**src/rtl/snake_pkg.sv**
```systemverilog
// rtl/snake_pkg.sv - shared snake-game coordinate type, spawn states and grid defaults
package snake_pkg;

    typedef logic [9:0] coord_t;

    typedef enum logic [2:0] {
        IDLE,
        SAMPLE_X,
        SAMPLE_Y,
        QUERY,
        WAIT,
        SCAN,
        FAIL
    } spawn_state_t;

    localparam int unsigned DEF_GRID_W = 40;
    localparam int unsigned DEF_GRID_H = 30;

    // A limit of 1024 admits every 10-bit value.
    function automatic logic in_grid(coord_t v, int unsigned lim);
        return {22'd0, v} < lim;
    endfunction

endpackage

```
**src/rtl/food_spawn_ctrl_if.sv**
```systemverilog
// rtl/food_spawn_ctrl_if.sv - spawn request and occupancy-query signals of food_spawn_ctrl
interface food_spawn_ctrl_if;
    import snake_pkg::*;

    logic   spawn_req;
    logic   busy;
    logic   done;
    logic   done_ok;
    coord_t food_x;
    coord_t food_y;
    logic   occ_req;
    coord_t occ_x;
    coord_t occ_y;
    logic   occ_ack;
    logic   occ_hit;

    modport master (
        input  spawn_req, occ_ack, occ_hit,
        output busy, done, done_ok, food_x, food_y, occ_req, occ_x, occ_y
    );

    modport slave (
        output spawn_req, occ_ack, occ_hit,
        input  busy, done, done_ok, food_x, food_y, occ_req, occ_x, occ_y
    );

endinterface

```
**src/rtl/food_spawn_ctrl_raster_step.sv**
```systemverilog
// rtl/food_spawn_ctrl_raster_step.sv - next grid cell in raster order with x and y wrap
module raster_step
    import snake_pkg::*;
#(
    parameter int unsigned GRID_W = DEF_GRID_W,
    parameter int unsigned GRID_H = DEF_GRID_H
) (
    input  coord_t x,
    input  coord_t y,
    output coord_t nx,
    output coord_t ny
);

    localparam coord_t LAST_X = coord_t'(GRID_W - 1);
    localparam coord_t LAST_Y = coord_t'(GRID_H - 1);

    always_comb begin
        nx = x + 10'd1;
        ny = y;
        if (x == LAST_X) begin
            nx = '0;
            ny = (y == LAST_Y) ? '0 : y + 10'd1;
        end
    end

endmodule

```
**src/rtl/food_spawn_ctrl.sv**
```systemverilog
// rtl/food_spawn_ctrl.sv - picks a free food cell by rejection sampling plus occupancy checks; FOOD_SCAN_FALLBACK_EN adds a raster scan after exhaustion
module food_spawn_ctrl
    import snake_pkg::*;
#(
    parameter int unsigned GRID_W    = DEF_GRID_W,
    parameter int unsigned GRID_H    = DEF_GRID_H,
    parameter int unsigned MAX_TRIES = 64
) (
    input  logic              clk,
    input  logic              rst,
    input  coord_t            rnd,
    food_spawn_ctrl_if.master bus
);

    localparam logic [7:0] TRY_LIM = 8'(MAX_TRIES);

    spawn_state_t state, state_n;
    coord_t       cand_x, cand_x_n, cand_y, cand_y_n;
    coord_t       food_x, food_x_n, food_y, food_y_n;
    logic [7:0]   tries, tries_n, tries_inc;
    logic         occ_req, occ_req_n;
    logic         done, done_n, done_ok, done_ok_n;

`ifdef FOOD_SCAN_FALLBACK_EN
    coord_t start_x, start_x_n, start_y, start_y_n;
    coord_t step_x, step_y;
    logic   scanning, scanning_n;

    raster_step #(
        .GRID_W (GRID_W),
        .GRID_H (GRID_H)
    ) u_raster_step (
        .x  (cand_x),
        .y  (cand_y),
        .nx (step_x),
        .ny (step_y)
    );
`endif

    assign tries_inc = (tries == TRY_LIM) ? tries : tries + 8'd1;

    always_ff @(posedge clk or negedge rst) begin
        if (!rst) begin
            state    <= IDLE;
            cand_x   <= '0;
            cand_y   <= '0;
            food_x   <= '0;
            food_y   <= '0;
            tries    <= '0;
            occ_req  <= 1'b0;
            done     <= 1'b0;
            done_ok  <= 1'b0;
`ifdef FOOD_SCAN_FALLBACK_EN
            start_x  <= '0;
            start_y  <= '0;
            scanning <= 1'b0;
`endif
        end else begin
            state    <= state_n;
            cand_x   <= cand_x_n;
            cand_y   <= cand_y_n;
            food_x   <= food_x_n;
            food_y   <= food_y_n;
            tries    <= tries_n;
            occ_req  <= occ_req_n;
            done     <= done_n;
            done_ok  <= done_ok_n;
`ifdef FOOD_SCAN_FALLBACK_EN
            start_x  <= start_x_n;
            start_y  <= start_y_n;
            scanning <= scanning_n;
`endif
        end
    end

    always_comb begin
        state_n    = state;
        cand_x_n   = cand_x;
        cand_y_n   = cand_y;
        food_x_n   = food_x;
        food_y_n   = food_y;
        tries_n    = tries;
        occ_req_n  = occ_req;
        done_n     = 1'b0;
        done_ok_n  = 1'b0;
`ifdef FOOD_SCAN_FALLBACK_EN
        start_x_n  = start_x;
        start_y_n  = start_y;
        scanning_n = scanning;
`endif
        case (state)
            IDLE: begin
                if (bus.spawn_req) begin
                    state_n = SAMPLE_X;
                    tries_n = '0;
`ifdef FOOD_SCAN_FALLBACK_EN
                    scanning_n = 1'b0;
`endif
                end
            end
            SAMPLE_X: begin
                if (in_grid(rnd, GRID_W)) begin
                    cand_x_n = rnd;
                    state_n  = SAMPLE_Y;
                end
            end
            SAMPLE_Y: begin
                if (in_grid(rnd, GRID_H)) begin
                    cand_y_n = rnd;
                    state_n  = QUERY;
                end
            end
            QUERY: begin
                occ_req_n = 1'b1;
                state_n   = WAIT;
            end
            WAIT: begin
                if (bus.occ_ack) begin
                    occ_req_n = 1'b0;
                    tries_n   = tries_inc;
                    if (!bus.occ_hit) begin
                        food_x_n  = cand_x;
                        food_y_n  = cand_y;
                        done_n    = 1'b1;
                        done_ok_n = 1'b1;
                        state_n   = IDLE;
                    end
`ifdef FOOD_SCAN_FALLBACK_EN
                    else if (scanning) begin
                        state_n = SCAN;
                    end
`endif
                    else if (tries_inc < TRY_LIM) begin
                        state_n = SAMPLE_X;
                    end else begin
`ifdef FOOD_SCAN_FALLBACK_EN
                        // The exhausted candidate is the scan origin; reaching it again means a full grid.
                        state_n    = SCAN;
                        scanning_n = 1'b1;
                        start_x_n  = cand_x;
                        start_y_n  = cand_y;
`else
                        state_n = FAIL;
`endif
                    end
                end
            end
`ifdef FOOD_SCAN_FALLBACK_EN
            SCAN: begin
                cand_x_n = step_x;
                cand_y_n = step_y;
                state_n  = (step_x == start_x && step_y == start_y) ? FAIL : QUERY;
            end
`endif
            FAIL: begin
                done_n  = 1'b1;
                state_n = IDLE;
            end
            default: state_n = IDLE;
        endcase
    end

    assign bus.busy    = (state != IDLE);
    assign bus.done    = done;
    assign bus.done_ok = done_ok;
    assign bus.food_x  = food_x;
    assign bus.food_y  = food_y;
    assign bus.occ_req = occ_req;
    assign bus.occ_x   = cand_x;
    assign bus.occ_y   = cand_y;

endmodule

```
**src/flat_wrapper.sv**
```systemverilog
// flat-port wrapper written by rule: the top's interface ports become plain ports
module food_spawn_ctrl_flat import snake_pkg::*;
#(
    parameter int unsigned GRID_W    = DEF_GRID_W,
    parameter int unsigned GRID_H    = DEF_GRID_H,
    parameter int unsigned MAX_TRIES = 64
)
  (clk, rst, rnd, bus_spawn_req, bus_occ_ack, bus_occ_hit, bus_busy, bus_done, bus_done_ok, bus_food_x, bus_food_y, bus_occ_req, bus_occ_x, bus_occ_y);
  food_spawn_ctrl_if bus_i ();
  input  logic clk;
  input  logic rst;
  input  coord_t rnd;
  input wire logic [$bits(bus_i.spawn_req)-1:0] bus_spawn_req;
  input wire logic [$bits(bus_i.occ_ack)-1:0] bus_occ_ack;
  input wire logic [$bits(bus_i.occ_hit)-1:0] bus_occ_hit;
  output wire logic [$bits(bus_i.busy)-1:0] bus_busy;
  output wire logic [$bits(bus_i.done)-1:0] bus_done;
  output wire logic [$bits(bus_i.done_ok)-1:0] bus_done_ok;
  output wire logic [$bits(bus_i.food_x)-1:0] bus_food_x;
  output wire logic [$bits(bus_i.food_y)-1:0] bus_food_y;
  output wire logic [$bits(bus_i.occ_req)-1:0] bus_occ_req;
  output wire logic [$bits(bus_i.occ_x)-1:0] bus_occ_x;
  output wire logic [$bits(bus_i.occ_y)-1:0] bus_occ_y;
  assign bus_i.spawn_req = bus_spawn_req;
  assign bus_i.occ_ack = bus_occ_ack;
  assign bus_i.occ_hit = bus_occ_hit;
  assign bus_busy = bus_i.busy;
  assign bus_done = bus_i.done;
  assign bus_done_ok = bus_i.done_ok;
  assign bus_food_x = bus_i.food_x;
  assign bus_food_y = bus_i.food_y;
  assign bus_occ_req = bus_i.occ_req;
  assign bus_occ_x = bus_i.occ_x;
  assign bus_occ_y = bus_i.occ_y;
  food_spawn_ctrl #(.GRID_W(GRID_W), .GRID_H(GRID_H), .MAX_TRIES(MAX_TRIES)) u_core (.clk(clk), .rst(rst), .rnd(rnd), .bus(bus_i));
endmodule
```
**config.mk**
```make
export PLATFORM = sky130hd
export DESIGN_NAME = food_spawn_ctrl_flat
export DESIGN_NICKNAME = d
export VERILOG_FILES = /design/src/rtl/snake_pkg.sv /design/src/rtl/food_spawn_ctrl_if.sv /design/src/rtl/food_spawn_ctrl_raster_step.sv /design/src/rtl/food_spawn_ctrl.sv /design/src/flat_wrapper.sv
export SDC_FILE = /design/constraint.sdc
export NUM_CORES = 1
export LEC_CHECK = 0
export CAP_MARGIN = 10
export CORE_ASPECT_RATIO = 0.5
export CORE_MARGIN = 2
export CORE_UTILIZATION = 44
export CTS_CLUSTER_DIAMETER = 120
export DETAILED_ROUTE_END_ITERATION = 6
export GPL_TIMING_DRIVEN = 0
export PLACE_DENSITY = 0.79
export SYNTH_ARGS = -nofsm -noshare
export SYNTH_HDL_FRONTEND = slang
export SYNTH_SLANG_ARGS = --single-unit
```
**constraint.sdc**
```tcl
create_clock -name clk -period 2.4 [get_ports clk]
set_clock_uncertainty 0.05 [all_clocks]
set_input_delay 0.48 -clock clk [delete_from_list [all_inputs] [get_ports clk]]
set_output_delay 0.48 -clock clk [all_outputs]
set_load 0.005 [all_outputs]
```
==> flow_metrics.env <==
export IMPL_fill_cells=416
export IMPL_p_leak_uw=0.00143
export IMPL_ys_ff_latch=54
export IMPL_num_io_pins=59
export IMPL_synth_avg_cell_area_um2=12.7
export IMPL_critPathSlowestCell="clkdlybuf4s50_1"
export IMPL_synth_fp_nets=206
export IMPL_drt_total_wl_um=5090
export IMPL_setup_worst_path_end_class="output port"
export IMPL_worstMarginPinSlew_ps=631
export IMPL_powerDensity_nw_per_um2=639
export IMPL_final_core_util_pct=62.9
export IMPL_post_drt_wl_per_cell_um=15.6
export IMPL_synth_area_um2=2400
export IMPL_cts_tree="done"
export IMPL_grt_pass1_wl_um=8630
export IMPL_ff_latch_area_um2=1350
export IMPL_ys_warn_count=0
export IMPL_synth_xor_area_share_pct=0
export IMPL_period_needed_ps=2270
export IMPL_grt_pass1_vias=1819
export IMPL_maxCapViolCount=0
export IMPL_drv_slew=0
export IMPL_cts_max_path_buffers=2
export IMPL_critPathKind="reg2out"
export IMPL_routed_via_density=5.35
export IMPL_numPortBuffers=58
export IMPL_critical_path_top_delay_family="buffers and inverters"
export IMPL_antenna_left=0
export IMPL_die_w_um=108
export IMPL_timing_final_crit_share_pct=94.5
export IMPL_synth_async_reset_ratio_pct=100
export IMPL_clk_pin_slew_ps=110
export IMPL_dpl_cell_count=318
export IMPL_synth_top_family_by_area="multiplexers"
export IMPL_synth_mux_area_fraction_pct=17.1
export IMPL_synth_simple_area_share_pct=14.9
export IMPL_initial_core_util_pct=47.2
export IMPL_grt_antenna_before_repair=0
export IMPL_diodes=0
export IMPL_grt_usage_pct=18.0
export IMPL_synth_compound_area_share_pct=8.23
export IMPL_gp_congestion=0.893
export IMPL_overflow=0
export IMPL_syn_inst=189
export IMPL_final_nets=272
export IMPL_cts_resized=0
export IMPL_stdcell_count=326
export IMPL_status="complete, no violations"
export IMPL_cts_root_buf="clkbuf_8"
export IMPL_max_vdd_ir_drop_mv=0.365
export IMPL_cts_sinks=54
export IMPL_start_kind="flop"
export IMPL_crit_fanout=8
export IMPL_holdCritPathClass="in2async"
export IMPL_slew_limit_headroom_pct=57.6
export IMPL_fp_dieArea_um2=6100
export IMPL_synth_top_area_cell="dfrtp_1"
export IMPL_coreArea_um2=5090
export IMPL_placementRows=18
export IMPL_grt_max_degree=29
export IMPL_synth_seq_area_share_pct=56.3
export IMPL_dp_hpwl_um=3760
export IMPL_drive_above_1_share_pct=21.9
export IMPL_fmax_ghz=0.441
export IMPL_synth_fa_ha_area_share_pct=1.04
export IMPL_finalSetupViolations=0
export IMPL_synthTopCellsByArea="dfrtp_1 56%, mux2_2 15%, nor4_4 1.8%"
export IMPL_postCtsHoldBufs=0
export IMPL_worst_endpoint_arrival_ps=1740
export IMPL_power_uw=2040
export IMPL_ys_flop_type="dfrtp_1"
export IMPL_worstPathRequired_ps=1870
export IMPL_max_stage_delay_ps=460
export IMPL_multiInputGateArea_um2=992
export IMPL_cp_num_buf_inv=2
export IMPL_rsz0062_at_grt="false"
export IMPL_drc=0
export IMPL_post_cts_setup_buffers=0
export IMPL_die_y_um=56.2
export IMPL_yosysTopAreaCellShare_pct=56.3
export IMPL_synth_cell_types=46
export IMPL_hold_viol_final=0
export IMPL_syn_to_final_growth_pct=33.3
export IMPL_synth_edf_count=0
export IMPL_drt_first_pass_iters=4
export IMPL_crit_chain="clkbuf_1 > or3_1 > clkdlybuf4s50_1"
export IMPL_drtIter0Drc=82
export IMPL_num_vias=1744
export IMPL_whs_ps=125
export IMPL_htreeDepth=2
export IMPL_cts_buffers=5
export IMPL_clk_latency_ps=310
## cells in the final DEF, fill, tap and decap left out, types with 3 or more instances in the layout
cell type        count
clkdlybuf4s50_1     57
dfrtp_1             54
mux2_2              33
nand2_1             11
a21oi_1              8
inv_1                6
and2_1               6
nand2b_1             5
buf_2                5
o21ai_0              5
clkbuf_8             5
nor2_1               4
mux2i_1              4
nand3_1              4
and2b_1              3
## worst paths after layout
| kind | cells after the start | slack [ps] | startpoint | to |
|---|---|---|---|---|
| setup reg to reg | 5 | 450 | u_core.state[1]$_DFFE_PN0P_ | u_core.bus.food_x[4]$_DFFE_PN0P_ |
| hold reg to reg | 1 | 460 | u_core.bus.food_y[9]$_DFFE_PN0P_ | u_core.bus.food_y[9]$_DFFE_PN0P_ |
| max in group asynchronous | 2 | 1600 | rst | u_core.state[2]$_DFFE_PN0P_ |
| hold / removal | 1 | 120 | rst | u_core.bus.food_x[0]$_DFFE_PN0P_ |
| min in group clk | 1 | 460 | u_core.bus.food_y[9]$_DFFE_PN0P_ | u_core.bus.food_y[9]$_DFFE_PN0P_ |
| setup / recovery | 3 | 130 | u_core.state[1]$_DFFE_PN0P_ | bus_busy |
## cell type report
class,count,area share [%]
clock buffers,5,2.15
plain buffers,7,1.09
clock inverters,3,1.49
flip-flops and latches,54,42.2
well taps,70,2.74
inverters,6,0.704
multi-input cells,122,31.0
repair buffers,59,18.6
## stage by stage
stage | instance area [um^2] | setup TNS, ps | setup WS (ps)
floorplan | 2400 | 0 | 599
global placement | 3070 | -39600 | -728
detailed placement | 3080 | -587 | -106
CTS | 3200 | 0 | 110
global route | 3200 | 0 | 30.5
finish | 3200 | 0 | 131
## kinds of logic after synthesis
kind of cell / Yosys count
simple gates: 55
buf+inv: 13
compound gates: 28
flops: 54
mux: 37
fa+ha+maj: 2
## per-layer routing
| metal | share of wire [%] | wire (um) | vias up | GRT usage [%] |
|---|---|---|---|---|
| met1 | 45 | 2280 | 882 | 23.0 |
| met5 | 0 | 0 | - | 0 |
| met3 | 3.4 | 173 | 5 | 4.33 |
| met4 | 0.90 | 46 | 0 | 4.40 |
| li1 | - | - | 818 | - |
| met2 | 51 | 2600 | 39 | 30.8 |
## Yosys cell counts (all sizes together), types with 2 or more instances
master,number
nand2b,5
o32a,2
and2b,3
clkbuf,2
nor4,4
mux2,33
nor2b,2
and2,6
nand2,12
ha,2
inv,6
o21ai,5
and3,2
buf,5
nor3,2
or2,2
a21oi,8
dfrtp,54
mux2i,4
and4,2
nor2,5
nand3,4
## flip-flops by register name, summed over array words and instances, names as in the netlist
register / count
u_core.bus.done: 1
u_core.bus.done_ok: 1
u_core.bus.food_x: 10
u_core.bus.food_y: 10
u_core.bus.occ_req: 1
u_core.bus.occ_x: 10
u_core.bus.occ_y: 10
u_core.state: 3
u_core.tries: 8
## power breakdown
group / internal, uW / switching [uW] / total (uW)
sequential: 984 / 64.9 / 1050
combinational: 204 / 157 / 361
clock: 317 / 318 / 634
total: 1500 / 540 / 2040
Power figures use the tool's default switching activity.
